===== config.mk =====
export PLATFORM = sky130hd
export DESIGN_NAME = rgb_hue_sequencer
export DESIGN_NICKNAME = d
export VERILOG_FILES = /design/src/rtl/rgb_seq_pkg.sv /design/src/rtl/pwm_channel.sv /design/src/rtl/rgb_hue_sequencer.sv
export SDC_FILE = /design/constraint.sdc
export NUM_CORES = 1
export LEC_CHECK = 0
export ABC_AREA = 1
export CORE_MARGIN = 2
export CORE_UTILIZATION = 40
export DETAILED_ROUTE_END_ITERATION = 12
export GPL_TIMING_DRIVEN = 1
export PLACE_DENSITY = 0.61
export SYNTH_ARGS = -nofsm -noshare
export SYNTH_HDL_FRONTEND = slang
export SYNTH_SLANG_ARGS = --single-unit

===== constraint.sdc =====
create_clock -name clk -period 1.95 [get_ports clk]
set_clock_uncertainty 0.2 [all_clocks]
set_input_delay 0.39 -clock clk [delete_from_list [all_inputs] [get_ports clk]]
set_output_delay 0.39 -clock clk [all_outputs]
set_load 0.005 [all_outputs]

===== src/rtl/rgb_seq_pkg.sv =====
// Shared types and helpers for the RGB hue sequencer.
// RGB_GAMMA_EN enables the square-law duty correction helper.
package rgb_seq_pkg;

  typedef enum logic [2:0] {
    SEG_RY = 3'd0,
    SEG_YG = 3'd1,
    SEG_GC = 3'd2,
    SEG_CB = 3'd3,
    SEG_BM = 3'd4,
    SEG_MR = 3'd5
  } hue_seg_e;

  localparam int unsigned NUM_SEGMENTS = 6;

`ifdef RGB_GAMMA_EN
  // Square-law correction for widths up to 16 bits; full scale stays full scale.
  function automatic logic [15:0] gamma_sq(input logic [15:0] v, input int unsigned bits);
    logic [31:0] prod;
    logic [15:0] max_v;
    max_v = 16'((32'd1 << bits) - 32'd1);
    prod  = 32'(v) * 32'(v);
    return (v == max_v) ? max_v : 16'(prod >> bits);
  endfunction
`endif

endpackage


===== src/rtl/pwm_channel.sv =====
// One PWM channel: duty register loaded at the period boundary and a registered compare.
module pwm_channel #(
  parameter int unsigned PWM_BITS = 8
) (
  input  logic                clk,
  input  logic                rst_n,
  input  logic                enable,
  input  logic                load,
  input  logic [PWM_BITS-1:0] target,
  input  logic [PWM_BITS-1:0] pwm_cnt,
  output logic                pwm_out
);

  localparam logic [PWM_BITS-1:0] MaxVal = '1;

  logic [PWM_BITS-1:0] duty_q;
  logic                cmp;
  logic                out_q;

  // Full-scale duty is forced on so the LED never drops out for the MAX count.
  always_comb begin
    cmp = 1'b0;
    if (duty_q == MaxVal) begin
      cmp = 1'b1;
    end else if (duty_q != '0) begin
      cmp = (pwm_cnt < duty_q);
    end
  end

  always_ff @(posedge clk or negedge rst_n) begin
    if (!rst_n) begin
      duty_q <= '0;
      out_q  <= 1'b0;
    end else begin
      if (load) begin
        duty_q <= target;
      end
      out_q <= cmp & enable;
    end
  end

  assign pwm_out = out_q;

endmodule


===== src/rtl/rgb_hue_sequencer.sv =====
// Colour-wheel fade sequencer driving three active-high PWM channels.
// Define RGB_GAMMA_EN for square-law duty correction; default is linear.
module rgb_hue_sequencer
  import rgb_seq_pkg::*;
#(
  parameter int unsigned PWM_BITS    = 8,
  parameter int unsigned STEP_CYCLES = 46875
) (
  input  logic       clk,
  input  logic       rst_n,
  input  logic       enable,
  input  logic       hold,
  output logic       red_pwm,
  output logic       green_pwm,
  output logic       blue_pwm,
  output logic [2:0] segment,
  output logic       seg_done
);

  localparam int unsigned StepW = (STEP_CYCLES > 1) ? $clog2(STEP_CYCLES) : 1;
  localparam logic [PWM_BITS-1:0] MaxVal = '1;
  localparam logic [StepW-1:0] StepLast = StepW'(STEP_CYCLES - 1);
  localparam logic [2:0] SegLast = 3'(NUM_SEGMENTS - 1);

  logic [PWM_BITS-1:0] pwm_cnt_q;
  logic [StepW-1:0]    step_cnt_q, step_cnt_d;
  logic [PWM_BITS-1:0] level_q, level_d;
  logic [2:0]          segment_q, segment_d;
  logic                seg_done_q, seg_done_d;

  logic period_end;
  logic run;
  logic tick;

  logic [PWM_BITS-1:0] rise, fall;
  logic [PWM_BITS-1:0] r_lin, g_lin, b_lin;
  logic [PWM_BITS-1:0] r_tgt, g_tgt, b_tgt;

  assign period_end = (pwm_cnt_q == MaxVal);
  assign run        = enable & ~hold;
  assign tick       = run & (step_cnt_q == StepLast);

  always_comb begin
    step_cnt_d = step_cnt_q;
    level_d    = level_q;
    segment_d  = segment_q;
    seg_done_d = 1'b0;
    if (run) begin
      if (tick) begin
        step_cnt_d = '0;
        if (level_q != MaxVal) begin
          level_d = level_q + PWM_BITS'(1);
        end else begin
          level_d    = '0;
          segment_d  = (segment_q == SegLast) ? 3'd0 : segment_q + 3'd1;
          seg_done_d = 1'b1;
        end
      end else begin
        step_cnt_d = step_cnt_q + StepW'(1);
      end
    end
  end

  always_ff @(posedge clk or negedge rst_n) begin
    if (!rst_n) begin
      pwm_cnt_q  <= '0;
      step_cnt_q <= '0;
      level_q    <= '0;
      segment_q  <= 3'd0;
      seg_done_q <= 1'b0;
    end else begin
      pwm_cnt_q  <= pwm_cnt_q + PWM_BITS'(1);
      step_cnt_q <= step_cnt_d;
      level_q    <= level_d;
      segment_q  <= segment_d;
      seg_done_q <= seg_done_d;
    end
  end

  // Hue table: each segment ramps exactly one channel up or down.
  always_comb begin
    rise  = level_q;
    fall  = MaxVal - level_q;
    r_lin = '0;
    g_lin = '0;
    b_lin = '0;
    case (hue_seg_e'(segment_q))
      SEG_RY: begin r_lin = MaxVal; g_lin = rise;   end
      SEG_YG: begin r_lin = fall;   g_lin = MaxVal; end
      SEG_GC: begin g_lin = MaxVal; b_lin = rise;   end
      SEG_CB: begin g_lin = fall;   b_lin = MaxVal; end
      SEG_BM: begin r_lin = rise;   b_lin = MaxVal; end
      SEG_MR: begin r_lin = MaxVal; b_lin = fall;   end
      default: ;
    endcase
  end

`ifdef RGB_GAMMA_EN
  logic [15:0] r_sq, g_sq, b_sq;
  always_comb begin
    r_sq  = gamma_sq(16'(r_lin), PWM_BITS);
    g_sq  = gamma_sq(16'(g_lin), PWM_BITS);
    b_sq  = gamma_sq(16'(b_lin), PWM_BITS);
    r_tgt = r_sq[PWM_BITS-1:0];
    g_tgt = g_sq[PWM_BITS-1:0];
    b_tgt = b_sq[PWM_BITS-1:0];
  end
`else
  assign r_tgt = r_lin;
  assign g_tgt = g_lin;
  assign b_tgt = b_lin;
`endif

  pwm_channel #(.PWM_BITS(PWM_BITS)) u_red (
    .clk     (clk),
    .rst_n   (rst_n),
    .enable  (enable),
    .load    (period_end),
    .target  (r_tgt),
    .pwm_cnt (pwm_cnt_q),
    .pwm_out (red_pwm)
  );

  pwm_channel #(.PWM_BITS(PWM_BITS)) u_green (
    .clk     (clk),
    .rst_n   (rst_n),
    .enable  (enable),
    .load    (period_end),
    .target  (g_tgt),
    .pwm_cnt (pwm_cnt_q),
    .pwm_out (green_pwm)
  );

  pwm_channel #(.PWM_BITS(PWM_BITS)) u_blue (
    .clk     (clk),
    .rst_n   (rst_n),
    .enable  (enable),
    .load    (period_end),
    .target  (b_tgt),
    .pwm_cnt (pwm_cnt_q),
    .pwm_out (blue_pwm)
  );

  assign segment  = segment_q;
  assign seg_done = seg_done_q;

endmodule


==> results by stage, run 1 <==
Clock tree:
- The count of buffers added by post-CTS timing repair for setup is 0.
- The root buffer cell chosen for the clock tree is clkbuf_8.
- The maximum number of buffers from clock root to sink is 2.
- The number of buffers inserted during clock tree synthesis is 9.
- The source-to-sink clock delay at the later pin of the worst-skew pair is 0.34 ns.
- The tree built by TritonCTS fans out to 63 sinks.
- The register clock-pin slew on the reported worst setup and hold paths is 0.07 ns.
- The CTS tree is built.
- The total number of H-tree levels is 3.

Drt:
- Detailed routing placed a total of 4480 µm of wire on met2.
- The total wirelength of the detailed-routed design is 9570 µm.
- The highest routing layer actually used is met4.
- The via count is 3,591.
- The via density per instance is 4.95.
- The first-pass iteration count of the detailed router is 5.
- After detailed routing, the average wire length per cell comes to 13.2 µm.
- The number of DRC violations after detailed-routing iteration 0 is 173.
- After detailed routing, the met3 layer carries 207 µm of wire.
- The remaining design rule violation count is 0.
- The met1 routed wirelength after detailed routing is 4770 µm.
- Once detail routing completed, the nets flagged for antenna violations numbered 0.

Placement:
- In this run, placement finished with an instance count of 710.
- The number of port buffers is 10.
- The half-perimeter wire length after detailed placement is 7170 µm.
- Prior to clock tree synthesis, the placed netlist has a worst setup slack of -0.0758 ns.
- Once placement finished, the instance area stood at 4560 µm².
- The last weighted congestion value of the routability-driven placer is 0.869.

Worst setup path:
- The cell with the biggest individual delay on the critical path is clkdlybuf4s50_1.
- For the worst setup path, the data arrival time is 1.30 ns.
- In this run the number of cells on the critical path is 1.
- The number of cells traversed by the worst register-to-register path is 10.
- Data on the critical path is required at its endpoint by 1.36 ns.
- The worst setup path is captured at an output port.
- For this run, the slowest stage of the critical path takes 0.54 ns.
- Traced cell by cell, the critical path runs through clkdlybuf4s50_1.
- The largest driver fanout on the critical path is 5.
- The critical path is of the reg2out type.
- The total buffers and inverters traversed by the critical path is 1.
- The category of cells accounting for the largest share of critical-path delay is buffers and inverters.
- The startpoint type of the worst setup path is a flop.

GRT:
- The via count of the first global-routing pass is 3,458.
- The global route total overflow is 0.
- The initial antenna violation count is 0.
- The wire length of the first global-routing pass is 16,400 µm.
- The largest net degree at the start of global routing is 64.
- The total routing usage reported by global routing is 0.187.

Floorplanning:
- The total number of placement rows is 37.
- The die height is 106 µm.
- During I/O placement, the number of pins put on the boundary was 11.
- From left edge to right edge, the die measures 106 µm.
- The standard cell core area is 10,200 µm².
- The die covers 11,200 µm².
- The starting density of the core is 0.408.

Power:
- The total power density per cell area is 613 nW/µm².
- The share of total power dissipated in the clock network is 0.360.
- The switching power total is 0.864 mW.
- The combinational share of power is 0.127.
- The worst-case IR drop observed on VDD is 0.417 mV.
- The total leakage power is 2.29 nW.
- The share of total power dissipated in sequential elements is 0.513.
- The internal power of the cells totals 2.06 mW.
- The switching fraction of total power is 0.296.
- The total power is 2.92 mW.

STA:
- The worst pin sits at a relative slew slack of 0.729.
- The worst path setup slack after routing is 0.0588 ns.
- The final hold violation count is 0.
- The count of pins over their slew limit is 0.
- The post-layout minimum cycle time is 1.89 ns.
- At the pin with the least slew margin, the transition time is 0.406 ns.
- Setup violations remaining at the end of the flow were counted as 0.
- The post-route clock period utilization is 0.970.
- For this run, the top clock speed supported by timing is 529 MHz.
- The setup TNS is 0 ns.

Synth:
- The biggest area consumer among synthesized cells is dfrtp_1.
- The proportion of netlist area held by the largest area contributor is 0.380.
- The count of flip-flops with a built-in enable after synthesis is 0.
- The gate count of the mapped netlist is 551.
- The number of nets handed over by synthesis was 581.
- By area the synthesized netlist is led by dfrtp_1 38%, nand2_1 11%, ha_1 7.8%.
- The sequential fraction of the synthesis area is 0.380.
- Synthesis instantiated 38 different standard cells from the library.
- The synthesized design contains 63 register bits.
- In the synthesized netlist the async set-or-reset flop fraction comes to 1.00.
- The dominant register cell in the synthesized netlist is dfrtp_1.
- The count of yosys warnings during synthesis is 0.
- Each instance of the synthesized netlist takes up on average 7.53 µm².
- The synthesized netlist occupies a cell area of 4150 µm².

Finish:
- The final standard cell area without fillers is 4760 µm².
- The diode insertion count for antenna repair is 0.
- The area growth from synthesis to layout is 14.7%.
- The final net count is 617.
- In the final layout, the share of cells above drive strength 1 is 0.177.
- Leaving out fill and tap cells, the most frequent cells in the layout are 122 x nand2_1, 73 x inv_1, 60 x dfrtp_1, 43 x nor2_1, 37 x o21ai_1.
- The most common cell after layout, fill and taps aside is nand2_1.
- The count of cells in the finished layout, fillers not included, comes to 725.

Outcome:
- The flow ran to the end, and the final reports show no timing, DRC or antenna violations.

Min path:
- Along the worst hold path, the cell count comes to 1.
- The path category of the worst min-delay check is reg2reg.

Job:
- The max-cap violation count is 0.
-- synth_stat cells (2+ instances only) --
master and instances:
nand2_1 123, inv_1 73, dfrtp_1 63, nor2_1 45, o21ai_1 37, nand3_1 30, ha_1 26, o21ai_0 19
a21oi_1 18, nand2_2 17, nor3_1 17, o21ai_2 16, inv_2 9, xor2_1 9, nand4_1 7, nor4_1 6
nand3_2 5, nor2_2 5, buf_2 4, buf_4 2, clkbuf_1 2, nor2_4 2
-- sequential cells by signal, summed over array words and instances, names as in the netlist, 3 cells and up --
name	flops
segment	3
u_green.duty_q	8
pwm_cnt_q	8
level_q	8
step_cnt_q	16
u_red.duty_q	8
u_blue.duty_q	8
-- worst paths after layout --
check                         startpoint               to  slack (ns)
max                           segment[1]       segment[1]        0.06
min                         pwm_cnt_q[1]     pwm_cnt_q[1]        0.31
max reg2reg                step_cnt_q[0]       segment[0]        0.13
min reg2reg                 pwm_cnt_q[1]     pwm_cnt_q[1]        0.31
max in group asynchronous          rst_n    step_cnt_q[0]        0.86
min in group asynchronous          rst_n  u_red.duty_q[1]        0.40
-- final cells by class --
| type | instances | area, µm² |
|---|---|---|
| Sequential cell | 63 | 1580 |
| Clock buffer | 12 | 165 |
| Clock inverter | 1 | 5.00 |
| Timing Repair Buffer | 37 | 348 |
| Tap cell | 136 | 170 |
| Fill cell | 1045 | 5420 |
| Multi-Input combinational cell | 393 | 2180 |
| Inverter | 83 | 312 |
-- per-stage QoR --
| step | hold slack [ns] | util |
|---|---|---|
| 3_3_place_gp | 0.233 | 0.448 |
| 3_5_place_dp | 0.236 | 0.448 |
| 5_1_grt | 0.338 | 0.468 |
| 2_1_floorplan | -0.106 | - |
| 6_report | 0.306 | 0.468 |
| 4_1_cts | 0.312 | 0.466 |
-- layer usage --
metal,global-route usage,vias up
li1,-,1850
met1,0.250,1688
met2,0.299,45
met3,0.0421,8
met4,0.0648,0
met5,0,-
-- power by group through the flow --
stage,sequential [mW],combinational [mW],clock (mW)
6_report,1.50,0.371,1.05
4_1_cts,1.50,0.368,1.09
2_1_floorplan,1.49,0.254,0
5_1_grt,1.51,0.423,1.14
3_3_place_gp,1.52,0.365,0
3_5_place_dp,1.52,0.365,0
-- cells by family after synthesis --
group,Yosys count,share of synthesized area
buf+inv,95,0.0976
simple gates,264,0.294
fa+ha+maj,26,0.0784
flops,63,0.380
xor+xnor,9,0.0190
compound gates,94,0.131
-- timing repair --
action / CTS / global route
endpoints found under the setup margin: 2 / 8
pin swaps: 0 / 1
endpoints found under the hold margin: 63 / 0
hold buffers: 1 / 0
gates resized for setup: 2 / 6
cloned: 0 / 1
No activity file was read; power rests on OpenSTA's default activity.
==> run 2: changes to the inputs <==
Settings changed: PLACE_DENSITY 0.61 to 0.63, SYNTH_HIERARCHICAL from default to 1.
Clock period 1.95 ns to 1.55 ns, I/O delays scaled along.
==> run 2 against run 1 <==
  * The flow now finishes with violations (negative setup slack)
  * Non-clock buffer count increased by 87
  * Sequential power up 27%
  * Critical path depth increased by 7
  * Via count grew 16%
  * First-iteration DRC count grew 58%
  * Synthesized cell count is 3.3% higher
  * Die area rose by 0.76%
  * Global-route usage rose by 3.7 points
  * Wire length up 28%
  * Clock power grew 62%
  * Critical path type is now reg2reg
  * Largest cell class unchanged
==> results by stage, run 2 <==
Synth:
- Sorting the synthesized cells by area gives the leading types as dfrtp_1 38%, nand2_1 16%, ha_1 7.8%.
- Yosys printed 6 warnings.
- The average instance in the mapped netlist occupies 7.35 µm².
- The synthesized netlist contains 29 unique library cells.
- The synthesized flop and latch total is 63.
- The commonest cells after synthesis are 183 x nand2_1, 83 x inv_1, 63 x dfrtp_1.
- The biggest area consumer among synthesized cells is dfrtp_1.
- The gate count of the mapped netlist is 569.
- Of the post-synthesis cell area, the dominant cell type holds 0.377.
- The mapped netlist covers 4180 µm².
- The most used flip-flop cell after synthesis is dfrtp_1.
- After synthesis, the share of flip-flops with an asynchronous set or reset is 1.00.
- When the netlist entered floorplanning its net count stood at 599.
- In this run, synthesis inferred 0 flip-flops with an integrated enable.
- Yosys instantiated no cell more often than nand2_1.
- Of the synthesized area, sequential elements account for 0.377.

Worst setup path:
- The largest driver fanout on the critical path is 6.
- By startpoint and endpoint, the worst setup path is classified as reg2reg.
- The critical path goes through ha_2, nand4_1, nor2_4, buf_12, buf_6, buf_8, nand2_2, o21ai_1.
- Across all register-to-register paths, the minimum setup slack is -0.16 ns.
- In this run the critical register-to-register path is captured at u_green/duty_q[4].
- Data on the critical path is required at its endpoint by 1.61 ns.
- The cell with the biggest individual delay on the critical path is dfrtp_1.
- The type of destination of the critical path is a flop.
- The largest stage delay on the critical path is 0.37 ns.
- The worst setup path is launched from a flop.
- At the worst endpoint, the arrival time is 1.78 ns.
- Counting cells, the worst reg-to-reg path comes to 8.
- The start point of the critical path is pwm_cnt_q[1].
- In this run the critical register-to-register path is launched from pwm_cnt_q[1].

Drt:
- The detailed router finished its first iteration with 274 violations.
- The remaining design rule violation count is 0.
- Dividing the detail-routed via count by the number of cells gives 4.99.
- Once detail routing completed, the nets flagged for antenna violations numbered 0.
- The final route contains 4,155 vias.
- After detailed routing, the total wire length is 12,200 µm.
- After detailed routing, the average wire length per cell comes to 14.7 µm.
- The first-pass iteration count of the detailed router is 4.

Clock tree:
- The total number of H-tree levels is 3.
- TritonCTS built the clock tree.
- Clock tree synthesis selected as its root buffer the cell clkbuf_8.
- The clock reaches the later pin of the worst-skew pair after 0.35 ns.
- The maximum number of buffers from clock root to sink is 2.
- The number of buffers inserted during clock tree synthesis is 9.
- Clock-pin slew was measured on the worst setup and hold paths at 0.08 ns.
- Clock tree synthesis found a total of 63 sinks.

Outcome:
- The final reports fail on negative setup slack.
- The flow ran to the end, but the final reports show violations.

Finish:
- Summing all non-filler instances in the final layout gives an area of 6320 µm².
- The most common cell after layout, fill and taps aside is nand2_1.
- The total area of sequential cells is 1590 µm².
- The non-filler instance count after layout is 833.
- In the final layout, the share of cells above drive strength 1 is 0.430.
- For this run, the share of the core covered by cells in the final layout is 0.618.
- The area used by multi-input combinational logic is 2830 µm².
- In the final design database the tool counted 723 nets.
- Counting the fill cells in the layout gives 863.
- In the layout the commonest cells are 133 x nand2_1, 80 x buf_4, 73 x inv_1, 55 x dfrtp_1, 41 x nand2_2.
- 0 antenna diodes ended up in the layout.
- The register with the most flip-flops in the layout has 16 of them.
- Compared with the post-synthesis result, the final layout area differs by 51.0%.
- Counting flops per register, the top entry is step_cnt_q.

Power:
- The share of power burned in the clock network is 0.352.
- After layout, the design draws a total of 4.84 mW.
- The switching fraction of total power is 0.302.
- The switching power total is 1.46 mW.
- IR analysis of the VDD net gives a maximum drop of 0.669 mV.
- The internal portion of the total power is 3.38 mW.
- The combinational share of power is 0.256.
- The part of the total power dissipated in sequential elements is 0.392.
- The total power density per cell area is 766 nW/µm².
- The total leakage power is 3.13 nW.

STA:
- The worst path setup slack after routing is -0.165 ns.
- Setup repair after global routing could not meet its margin everywhere.
- Based on the critical path, the design can be clocked at up to 583 MHz.
- The headroom to the max-slew limit is 0.731.
- The final setup violation count is 49.
- Adding up every negative setup slack in the final design gives -4.71 ns.
- The worst-margin pin slew is 0.404 ns.
- Dividing the final minimum period by the clock period gives 1.11.
- The final hold violation count came to 0.
- The post-layout minimum cycle time is 1.71 ns.
- The count of pins over their slew limit was 0.
- The final-layout worst hold slack is 0.309 ns.

Min path:
- The path category of the worst min-delay check is in2async.

Floorplanning:
- Measured along the y axis, the die boundary spans 106 µm.
- 11 I/O pins were placed.
- The core region is 10,200 µm².
- The floorplan has 37 rows.
- The die width is 106 µm.
- The initial utilization of the core area, before any placement, comes to 0.409.
- The floorplan step defined a die boundary enclosing 11,300 µm².

Placement:
- OpenSTA, run right after detailed placement, puts the worst setup slack at -0.565 ns.
- During placement, the flow inserted port buffers numbering 10.
- Routability-driven placement finished with a final weighted congestion of 0.905.
- The placed instances occupy a cell area of 5040 µm².
- The half-perimeter wire length after detailed placement is 7690 µm.
- After detailed placement, the design holds a cell count of 783.

Job:
- The max-cap violation count is 0.

GRT:
- Entering global routing, the biggest net connects 64 pins.
- For this run, the total global-route usage over all layers was measured as 0.224.
- The global route total overflow is 0.
- The via count of the first global-routing pass is 4,161.
- The initial antenna violation count came to 0.
- The wire length of the first global-routing pass is 19,900 µm.
run 2: cell count changes after synthesis, moves of 12 or more:
cell / before / now
nand2_1: 123 / 183
o21ai_1: 37 / 1
o211ai_1: 0 / 23
nand2_2: 17 / 3
nor3_1: 17 / 5
run 2: worst max-delay path, delay by kind of cell (launching register included):
kind | cells | cell delay [ns]
fa+ha+maj | 1 | 0.18
flops | 1 | 0.37
simple gates | 3 | 0.39
compound gates | 1 | 0.09
buf+inv | 3 | 0.38
run 2: worst max-delay path by stage:
stage                             end  cells after the start
floorplan            u_blue/duty_q[0]                      5
global placement           level_q[0]                      8
detailed placement         level_q[0]                      8
CTS                        level_q[7]                     10
global route        u_green/duty_q[4]                      8
finish              u_green/duty_q[4]                      8
run 2: cell families (layout without fill, tap and decap cells):
group | after synthesis | after routing | share of synthesized area
simple gates | 291 | 293 | 0.308
buf+inv | 103 | 229 | 0.0990
compound gates | 72 | 72 | 0.109
flops | 63 | 63 | 0.377
fa+ha+maj | 26 | 26 | 0.0778
xor+xnor | 14 | 14 | 0.0293
run 2: layout make-up:
type	count	area share
sequential	63	0.251
inverter	90	0.0552
clock buffer	12	0.0261
clock inverter	3	0.0103
tap	136	0.0269
timing repair buffer	124	0.183
multi-input combinational	405	0.447
run 2: what timing repair did:
action / 4_1_cts / 5_1_grt
gates resized for setup: 138 / 91
gates cloned: 6 / 2
hold endpoints to repair: 63 / 0
hold buffers: 1 / 0
setup buffers: 23 / 9
pin swaps: 42 / 42
setup endpoints to repair: 59 / 57
run 2: routing by layer:
layer / vias to the layer above / routed length, µm / GRT usage
li1: 2068 / - / -
met1: 1994 / 5440 / 0.281
met3: 23 / 391 / 0.0374
met4: 0 / 292 / 0.0968
met2: 70 / 6110 / 0.378
met5: - / 0 / 0
run 2: power groups by stage:
stage	Combinational [mW]	Clock, mW	Sequential (mW)
3_5_place_dp	0.942	0	1.90
6_report	1.24	1.70	1.90
3_3_place_gp	0.929	0	1.89
2_1_floorplan	0.405	0	1.90
5_1_grt	1.36	1.82	1.91
4_1_cts	1.02	1.73	1.87
==> run 3: changes to the inputs <==
Settings changed: CAP_MARGIN from default to 20.
==> results of run 3 <==
Final layout, timing and power as in run 2 (identical DEF).
